[config.mk]
export PLATFORM = sky130hd
export DESIGN_NAME = id_ex_operand_stage
export DESIGN_NICKNAME = d
export VERILOG_FILES = /design/src/rtl/pipe_pkg.sv /design/src/rtl/forwarding_unit.sv /design/src/rtl/id_ex_operand_stage.sv
export SDC_FILE = /design/constraint.sdc
export NUM_CORES = 1
export LEC_CHECK = 0
export CAP_MARGIN = 20
export CORE_MARGIN = 8
export CORE_UTILIZATION = 41
export DETAILED_ROUTE_END_ITERATION = 10
export PLACE_DENSITY_LB_ADDON = 0.25
export SYNTH_ARGS = -nofsm -noshare
export SYNTH_HDL_FRONTEND = slang
export SYNTH_SLANG_ARGS = --single-unit
[constraint.sdc]
create_clock -name clk -period 5.71 [get_ports clk]
set_input_delay 0.571 -clock clk [delete_from_list [all_inputs] [get_ports clk]]
set_output_delay 0.571 -clock clk [all_outputs]
set_load 0.01 [all_outputs]
[src/rtl/pipe_pkg.sv]
// Shared types for the ID/EX operand stage.
//   alu_op_e  : alu opcode encodings
//   fwd_sel_e : per-operand forwarding source
//   id_ex_t   : registered control fields of the ID/EX slot
// The data words and register indices are parameterized, so they live
// beside the struct in the stage rather than inside it.
package pipe_pkg;

    localparam int OP_W = 4;

    typedef enum logic [OP_W-1:0] {
        ALU_AND = 4'b0000,
        ALU_OR  = 4'b0001,
        ALU_ADD = 4'b0010,
        ALU_SLL = 4'b0011,
        ALU_XOR = 4'b0100,
        ALU_SRL = 4'b0101,
        ALU_SUB = 4'b0110,
        ALU_EQ  = 4'b1000,
        ALU_NE  = 4'b1001,
        ALU_SRA = 4'b1010,
        ALU_SLT = 4'b1100,
        ALU_GE  = 4'b1101
    } alu_op_e;

    typedef enum logic [1:0] {
        FWD_REG = 2'd0,
        FWD_MEM = 2'd1,
        FWD_WB  = 2'd2
    } fwd_sel_e;

    typedef struct packed {
        logic            valid;
        logic [31:0]     pc;
        logic            alu_src;
        logic [OP_W-1:0] operation;
        logic            reg_write;
        logic            mem_read;
        logic            mem_write;
    } id_ex_t;

endpackage

[src/rtl/forwarding_unit.sv]
// Selects the source of one alu operand from the registered source index.
// EX/MEM has priority over MEM/WB because it holds the younger result.
// x0 is never forwarded.
// Ports:
//   rs            registered source index
//   mem_rd        EX/MEM destination, mem_reg_write its write enable
//   wb_rd         MEM/WB destination, wb_reg_write its write enable
//   sel           FWD_MEM / FWD_WB / FWD_REG
module forwarding_unit
    import pipe_pkg::*;
#(
    parameter int REG_ADDR = 5
) (
    input  logic [REG_ADDR-1:0] rs,
    input  logic [REG_ADDR-1:0] mem_rd,
    input  logic                mem_reg_write,
    input  logic [REG_ADDR-1:0] wb_rd,
    input  logic                wb_reg_write,
    output fwd_sel_e            sel
);

    always_comb begin
        sel = FWD_REG;
        if (mem_reg_write && (mem_rd != '0) && (mem_rd == rs))
            sel = FWD_MEM;
        else if (wb_reg_write && (wb_rd != '0) && (wb_rd == rs))
            sel = FWD_WB;
    end

endmodule

[src/rtl/id_ex_operand_stage.sv]
// ID/EX pipeline register and alu operand select.
// Registers the decoded instruction, forwards EX/MEM and MEM/WB results onto
// the operands, detects load-use hazards (inserting a bubble), and passes
// EX-side control on toward EX/MEM.
// Build option: define ALU_FWD_EN to enable operand forwarding. Without it
// the operands come straight from the register and the hazard check widens
// to every RAW against EX and MEM.
// Ports:
//   clk, reset                 clock, async active-high reset
//   Stall, Flush               hold / bubble controls (Flush wins)
//   Id*                        decoded instruction from ID
//   MemRd/MemRegWrite/MemALUResult   EX/MEM writeback candidate
//   WbRd/WbRegWrite/WbData           MEM/WB writeback candidate
//   SrcA, SrcB, Operation      alu inputs
//   ExStoreData                forwarded rs2 for stores
//   ExValid/ExRegWrite/ExMemRead/ExMemWrite/ExRd/ExPC  EX-side control
//   LoadUseHazard              upstream must hold PC and IF/ID
module id_ex_operand_stage
    import pipe_pkg::*;
#(
    parameter int DATA_WIDTH    = 32,
    parameter int OPCODE_LENGTH = 4,
    parameter int REG_ADDR      = 5
) (
    input  logic                     clk,
    input  logic                     reset,
    input  logic                     Stall,
    input  logic                     Flush,
    input  logic                     IdValid,
    input  logic [31:0]              IdPC,
    input  logic [DATA_WIDTH-1:0]    IdRs1Data,
    input  logic [DATA_WIDTH-1:0]    IdRs2Data,
    input  logic [DATA_WIDTH-1:0]    IdImm,
    input  logic [REG_ADDR-1:0]      IdRs1,
    input  logic [REG_ADDR-1:0]      IdRs2,
    input  logic [REG_ADDR-1:0]      IdRd,
    input  logic                     IdALUSrc,
    input  logic [OPCODE_LENGTH-1:0] IdOperation,
    input  logic                     IdRegWrite,
    input  logic                     IdMemRead,
    input  logic                     IdMemWrite,
    input  logic [REG_ADDR-1:0]      MemRd,
    input  logic                     MemRegWrite,
    input  logic [DATA_WIDTH-1:0]    MemALUResult,
    input  logic [REG_ADDR-1:0]      WbRd,
    input  logic                     WbRegWrite,
    input  logic [DATA_WIDTH-1:0]    WbData,
    output logic [DATA_WIDTH-1:0]    SrcA,
    output logic [DATA_WIDTH-1:0]    SrcB,
    output logic [OPCODE_LENGTH-1:0] Operation,
    output logic [DATA_WIDTH-1:0]    ExStoreData,
    output logic                     ExValid,
    output logic                     ExRegWrite,
    output logic                     ExMemRead,
    output logic                     ExMemWrite,
    output logic [REG_ADDR-1:0]      ExRd,
    output logic [31:0]              ExPC,
    output logic                     LoadUseHazard
);

    // Registered slot
    id_ex_t                ctl;
    logic [DATA_WIDTH-1:0] rs1_data, rs2_data, imm;
    logic [REG_ADDR-1:0]   rs1, rs2, rd;

    logic [DATA_WIDTH-1:0] fwd_rs1, fwd_rs2;
    logic                  hazard;

    // WB writes landing on a held source while stalled; without this the
    // held operand would go stale once the writer leaves WB.
    logic wb_hit_rs1, wb_hit_rs2;
    assign wb_hit_rs1 = WbRegWrite && (WbRd != '0) && (WbRd == rs1);
    assign wb_hit_rs2 = WbRegWrite && (WbRd != '0) && (WbRd == rs2);

    // ID sources matching a nonzero destination
    logic ex_raw, mem_raw;
    assign ex_raw  = (ctl.valid) && (rd != '0) && ((rd == IdRs1) || (rd == IdRs2));
    assign mem_raw = (MemRd != '0) && ((MemRd == IdRs1) || (MemRd == IdRs2));

    always_ff @(posedge clk or posedge reset) begin
        if (reset) begin
            ctl      <= '0;
            rs1_data <= '0;
            rs2_data <= '0;
            imm      <= '0;
            rs1      <= '0;
            rs2      <= '0;
            rd       <= '0;
        end else if (Flush) begin
            ctl.valid     <= 1'b0;
            ctl.reg_write <= 1'b0;
            ctl.mem_read  <= 1'b0;
            ctl.mem_write <= 1'b0;
        end else if (Stall) begin
            if (wb_hit_rs1) rs1_data <= WbData;
            if (wb_hit_rs2) rs2_data <= WbData;
        end else if (hazard) begin
            // Bubble; the ID instruction is re-presented next cycle.
            ctl.valid     <= 1'b0;
            ctl.reg_write <= 1'b0;
            ctl.mem_read  <= 1'b0;
            ctl.mem_write <= 1'b0;
        end else begin
            ctl.valid     <= IdValid;
            ctl.pc        <= IdPC;
            ctl.alu_src   <= IdALUSrc;
            ctl.operation <= OP_W'(IdOperation);
            ctl.reg_write <= IdRegWrite;
            ctl.mem_read  <= IdMemRead;
            ctl.mem_write <= IdMemWrite;
            rs1_data      <= IdRs1Data;
            rs2_data      <= IdRs2Data;
            imm           <= IdImm;
            rs1           <= IdRs1;
            rs2           <= IdRs2;
            rd            <= IdRd;
        end
    end

`ifdef ALU_FWD_EN
    fwd_sel_e sel_a, sel_b;

    forwarding_unit #(.REG_ADDR(REG_ADDR)) u_fwd_rs1 (
        .rs            (rs1),
        .mem_rd        (MemRd),
        .mem_reg_write (MemRegWrite),
        .wb_rd         (WbRd),
        .wb_reg_write  (WbRegWrite),
        .sel           (sel_a)
    );

    forwarding_unit #(.REG_ADDR(REG_ADDR)) u_fwd_rs2 (
        .rs            (rs2),
        .mem_rd        (MemRd),
        .mem_reg_write (MemRegWrite),
        .wb_rd         (WbRd),
        .wb_reg_write  (WbRegWrite),
        .sel           (sel_b)
    );

    always_comb begin
        case (sel_a)
            FWD_MEM: fwd_rs1 = MemALUResult;
            FWD_WB:  fwd_rs1 = WbData;
            default: fwd_rs1 = rs1_data;
        endcase
        case (sel_b)
            FWD_MEM: fwd_rs2 = MemALUResult;
            FWD_WB:  fwd_rs2 = WbData;
            default: fwd_rs2 = rs2_data;
        endcase
    end

    // Only a load in EX cannot be covered by forwarding.
    assign hazard = IdValid && ctl.mem_read && ex_raw;

    logic unused_mem_raw;
    assign unused_mem_raw = mem_raw;
`else
    assign fwd_rs1 = rs1_data;
    assign fwd_rs2 = rs2_data;

    // Any producer still in EX or MEM must drain to WB, where register-file
    // write-first (and the stall refresh) supply the value.
    assign hazard = IdValid && ((ctl.reg_write && ex_raw) || (MemRegWrite && mem_raw));

    logic unused_mem_result;
    assign unused_mem_result = ^MemALUResult;
`endif

    assign SrcA          = fwd_rs1;
    assign SrcB          = ctl.alu_src ? imm : fwd_rs2;
    assign ExStoreData   = fwd_rs2;
    assign Operation     = OPCODE_LENGTH'(ctl.operation);
    assign ExValid       = ctl.valid;
    assign ExRegWrite    = ctl.reg_write;
    assign ExMemRead     = ctl.mem_read;
    assign ExMemWrite    = ctl.mem_write;
    assign ExRd          = rd;
    assign ExPC          = ctl.pc;
    assign LoadUseHazard = hazard;

endmodule

==> results_dict.tcl <==
set metrics [dict create \
    syn_avg_cell_area_sq_um 13.3 \
    grt_pass1_vias 6362 \
    grt_pass1_wl_um 37200 \
    routed-wl-met3_um 1930 \
    start_util_pct 41.5 \
    cp.required_ns 5.14 \
    setup_tns_ns 0 \
    placed_area_sq_um 10700 \
    numPortBuffers 341 \
    ios 374 \
    power_density_nw_per_um2 314 \
    overflow 0 \
    finalMaxSlewViolations 0 \
    async_flop_share_pct 100 \
    ys.warnings.count 0 \
    met2_length_um 12700 \
    final_cell_area_sq_um 11300 \
    dieArea_sq_um 22500 \
    critPathKind "input port to output pin" \
    synth.yosys.seq_area_share_pct 51.6 \
    fin_crit_ns 3.52 \
    clkTransAtPathRegs_ns 0.06 \
    cpMaxStageDelayCell "or4_1" \
    place_congestion 0.857 \
    synth_top_area_share_pct 51.6 \
    cts_tree "built" \
    row_count 49 \
    rsz0062_at_grt "no" \
    wirelength_um 24800 \
    slew_headroom_pct 28.1 \
    cts_resized 0 \
    synth.net_count 785 \
    irDropWorstVdd_v 0.000205 \
    ant_nets 0 \
    final-hold-violation-count 0 \
    yosysMostFrequentCell "dfrtp_1" \
    r2r-end "ExStoreData[30]" \
    insertion_delay_ns 0.42 \
    dp_hpwl_um 18300 \
    synth_ff_type "dfrtp_1" \
    final_nets 1076 \
    synth_top_cell_by_area "dfrtp_1" \
    dr.max_layer_used "met4" \
    holdBufCountCts 0 \
    drv_cap 0 \
    hold_path_class "flip-flop to flip-flop" \
    reg2regPathDepth 7 \
    wire_per_inst_um 22.8 \
    drc_errors 0 \
    fp.coreArea_sq_um 17800 \
    die_h_um 150 \
    path_common_cell "clkdlybuf4s50_1" \
    synth_common_cells "dfrtp_1 (152), mux2_2 (90), nand3b_1 (37), buf_4 (36), o221a_1 (34)" \
    layout-drive-gt1-share_pct 18.4 \
    drt_pass1_iterations 4 \
    area_growth_pct 52.9 \
    regToRegSetupSlack_ns 2.60 \
    path_max_fanout 5 \
    r2r_start "ExRd[0]" \
    min_from "imm[8]" \
    ys_top_cells_by_area "dfrtp_1 (52%), mux2_2 (14%), o221a_1 (5.2%), mux2_4 (5.1%), nand3b_1 (3.8%)" \
    cts_made_buffers 17 \
    worstHoldEndpoint "imm[8]" \
    clkSinkCount 152 \
    cts_setup_buffers 0 \
    grt_max_degree 103 \
    cp-end-kind "output pin" \
    critPathTopFamily "buffers and inverters" \
    vias 5727 \
    syn_area_sq_um 7370 \
    wl_met1_um 9410 \
    arrival_ns 2.95 \
    timing.final.crit_share_pct 61.7 \
    yosys_register_bits 152 \
    synth_cells 553 \
    finalSetupViolCount 0 \
    start_kind "input port" \
    htreeDepth 4 \
    synth_cell_types 35 \
    grt_use_total_pct 21.6 \
    p_leak_uw 0.00455 \
    outcome "completed" \
    skew_ns 0.00938 \
    clock-root-buffer "clkbuf_16" \
    routed_via_density 5.27 \
    min_path_cells 1 \
    drtIter0Drc 212 \
    critical_path.cell_chain "clkdlybuf4s50_1 > or4_1 > o21a_1 > and2_1 > a22oi_1 > inv_1 > clkdlybuf4s50_1" \
    max_freq_ghz 0.284 \
    tightest_slew_ns 1.08 \
    die_w_um 150 \
    slowest_delay_ns 0.53 \
    clock_path_buffers 2 \
    antenna_found_initial 1 \
    synth_edf_count 0 \
    crit_buf_inv 3 \
]
-- layout by cell type (no fill, tap or decap), types with 15 or more instances in the layout --
| master | netlist | routed |
|---|---|---|
| clkdlybuf4s50_1 | 0 | 340 |
| dfrtp_1 | 152 | 152 |
| o21a_1 | 15 | 15 |
| a221o_1 | 16 | 15 |
| and3_1 | 15 | 15 |
| xnor2_1 | 25 | 25 |
| mux2_2 | 90 | 90 |
| clkbuf_16 | 0 | 17 |
| nand3b_1 | 37 | 37 |
| o221a_1 | 34 | 34 |
| mux2_4 | 25 | 25 |
-- state kept, by name (all words and copies together) (netlist names) --
name / cells
ExRd: 5
ExStoreData: 32
SrcA: 32
Operation: 4
ExMemRead: 1
ExPC: 32
ctl: 1
ExValid: 1
rs2: 5
ExMemWrite: 1
rs1: 5
ExRegWrite: 1
imm: 32
-- where the power goes --
part	switching, uW	leakage [uW]	internal [uW]
logic	389	0.00248	651
clock network	464	0.000284	674
registers	117	0.00178	1250
-- layout make-up --
cell class                      instances  area [sq um]
Clock buffer                           20           457
Multi-Input combinational cell        321          3100
Antenna cell                            1          2.50
Sequential cell                       152          3800
Tap cell                              229           287
Timing Repair Buffer                  347          3470
Clock inverter                         12           140
Inverter                                5          23.8
Fill cell                            1387          6500
-- metrics by stage --
step                util [%]  setup WS [ns]  power (uW)  hold slack (ns)  std cells
detailed placement      60.0           1.97        2430            0.488       1054
finish                  63.4           2.19        3540            0.502       1087
floorplan                  -           1.05        1860            0.474        553
CTS                     63.4           2.16        3590            0.506       1086
global placement        60.0           2.00        2400            0.481       1054
global route            63.4           2.04        3690            0.517       1087
-- metal layers --
layer  vias to the layer above  track usage (%)
met2                       248             37.2
met3                        44             6.94
li1                       2602                -
met4                         0             9.20
met5                         -                0
met1                      2833             24.1
-- worst reg2reg max path: stages (launching register included) --
cell and delay (ns):
dfrtp_1 0.45, or3_1 0.39, o311a_1 0.33, and2_1 0.19, a221o_4 0.78, buf_12 0.46, o22a_1 0.29, o21a_1 0.11
-- worst max-delay path by stage --
stage | startpoint | end | slack, ns | cells past startpoint
6_report | MemRd[1] | LoadUseHazard | 2.19 | 7
5_1_grt | MemRd[1] | LoadUseHazard | 2.04 | 7
4_1_cts | MemRd[1] | LoadUseHazard | 2.16 | 7
3_5_place_dp | WbRd[2] | SrcA[21] | 1.97 | 7
3_3_place_gp | WbRd[2] | SrcA[20] | 2.00 | 7
2_1_floorplan | reset | ExMemRead | 1.05 | 1
-- cells by family after synthesis --
group                     synth area share [%]
buffers and inverters                     6.68
muxes                                     18.8
DFF                                       51.6
and+or+nand+nor                           7.11
AOI/OAI and AO/OA                         12.2
xor gates and xnor gates                  3.56
Power figures use the tool's default switching activity.
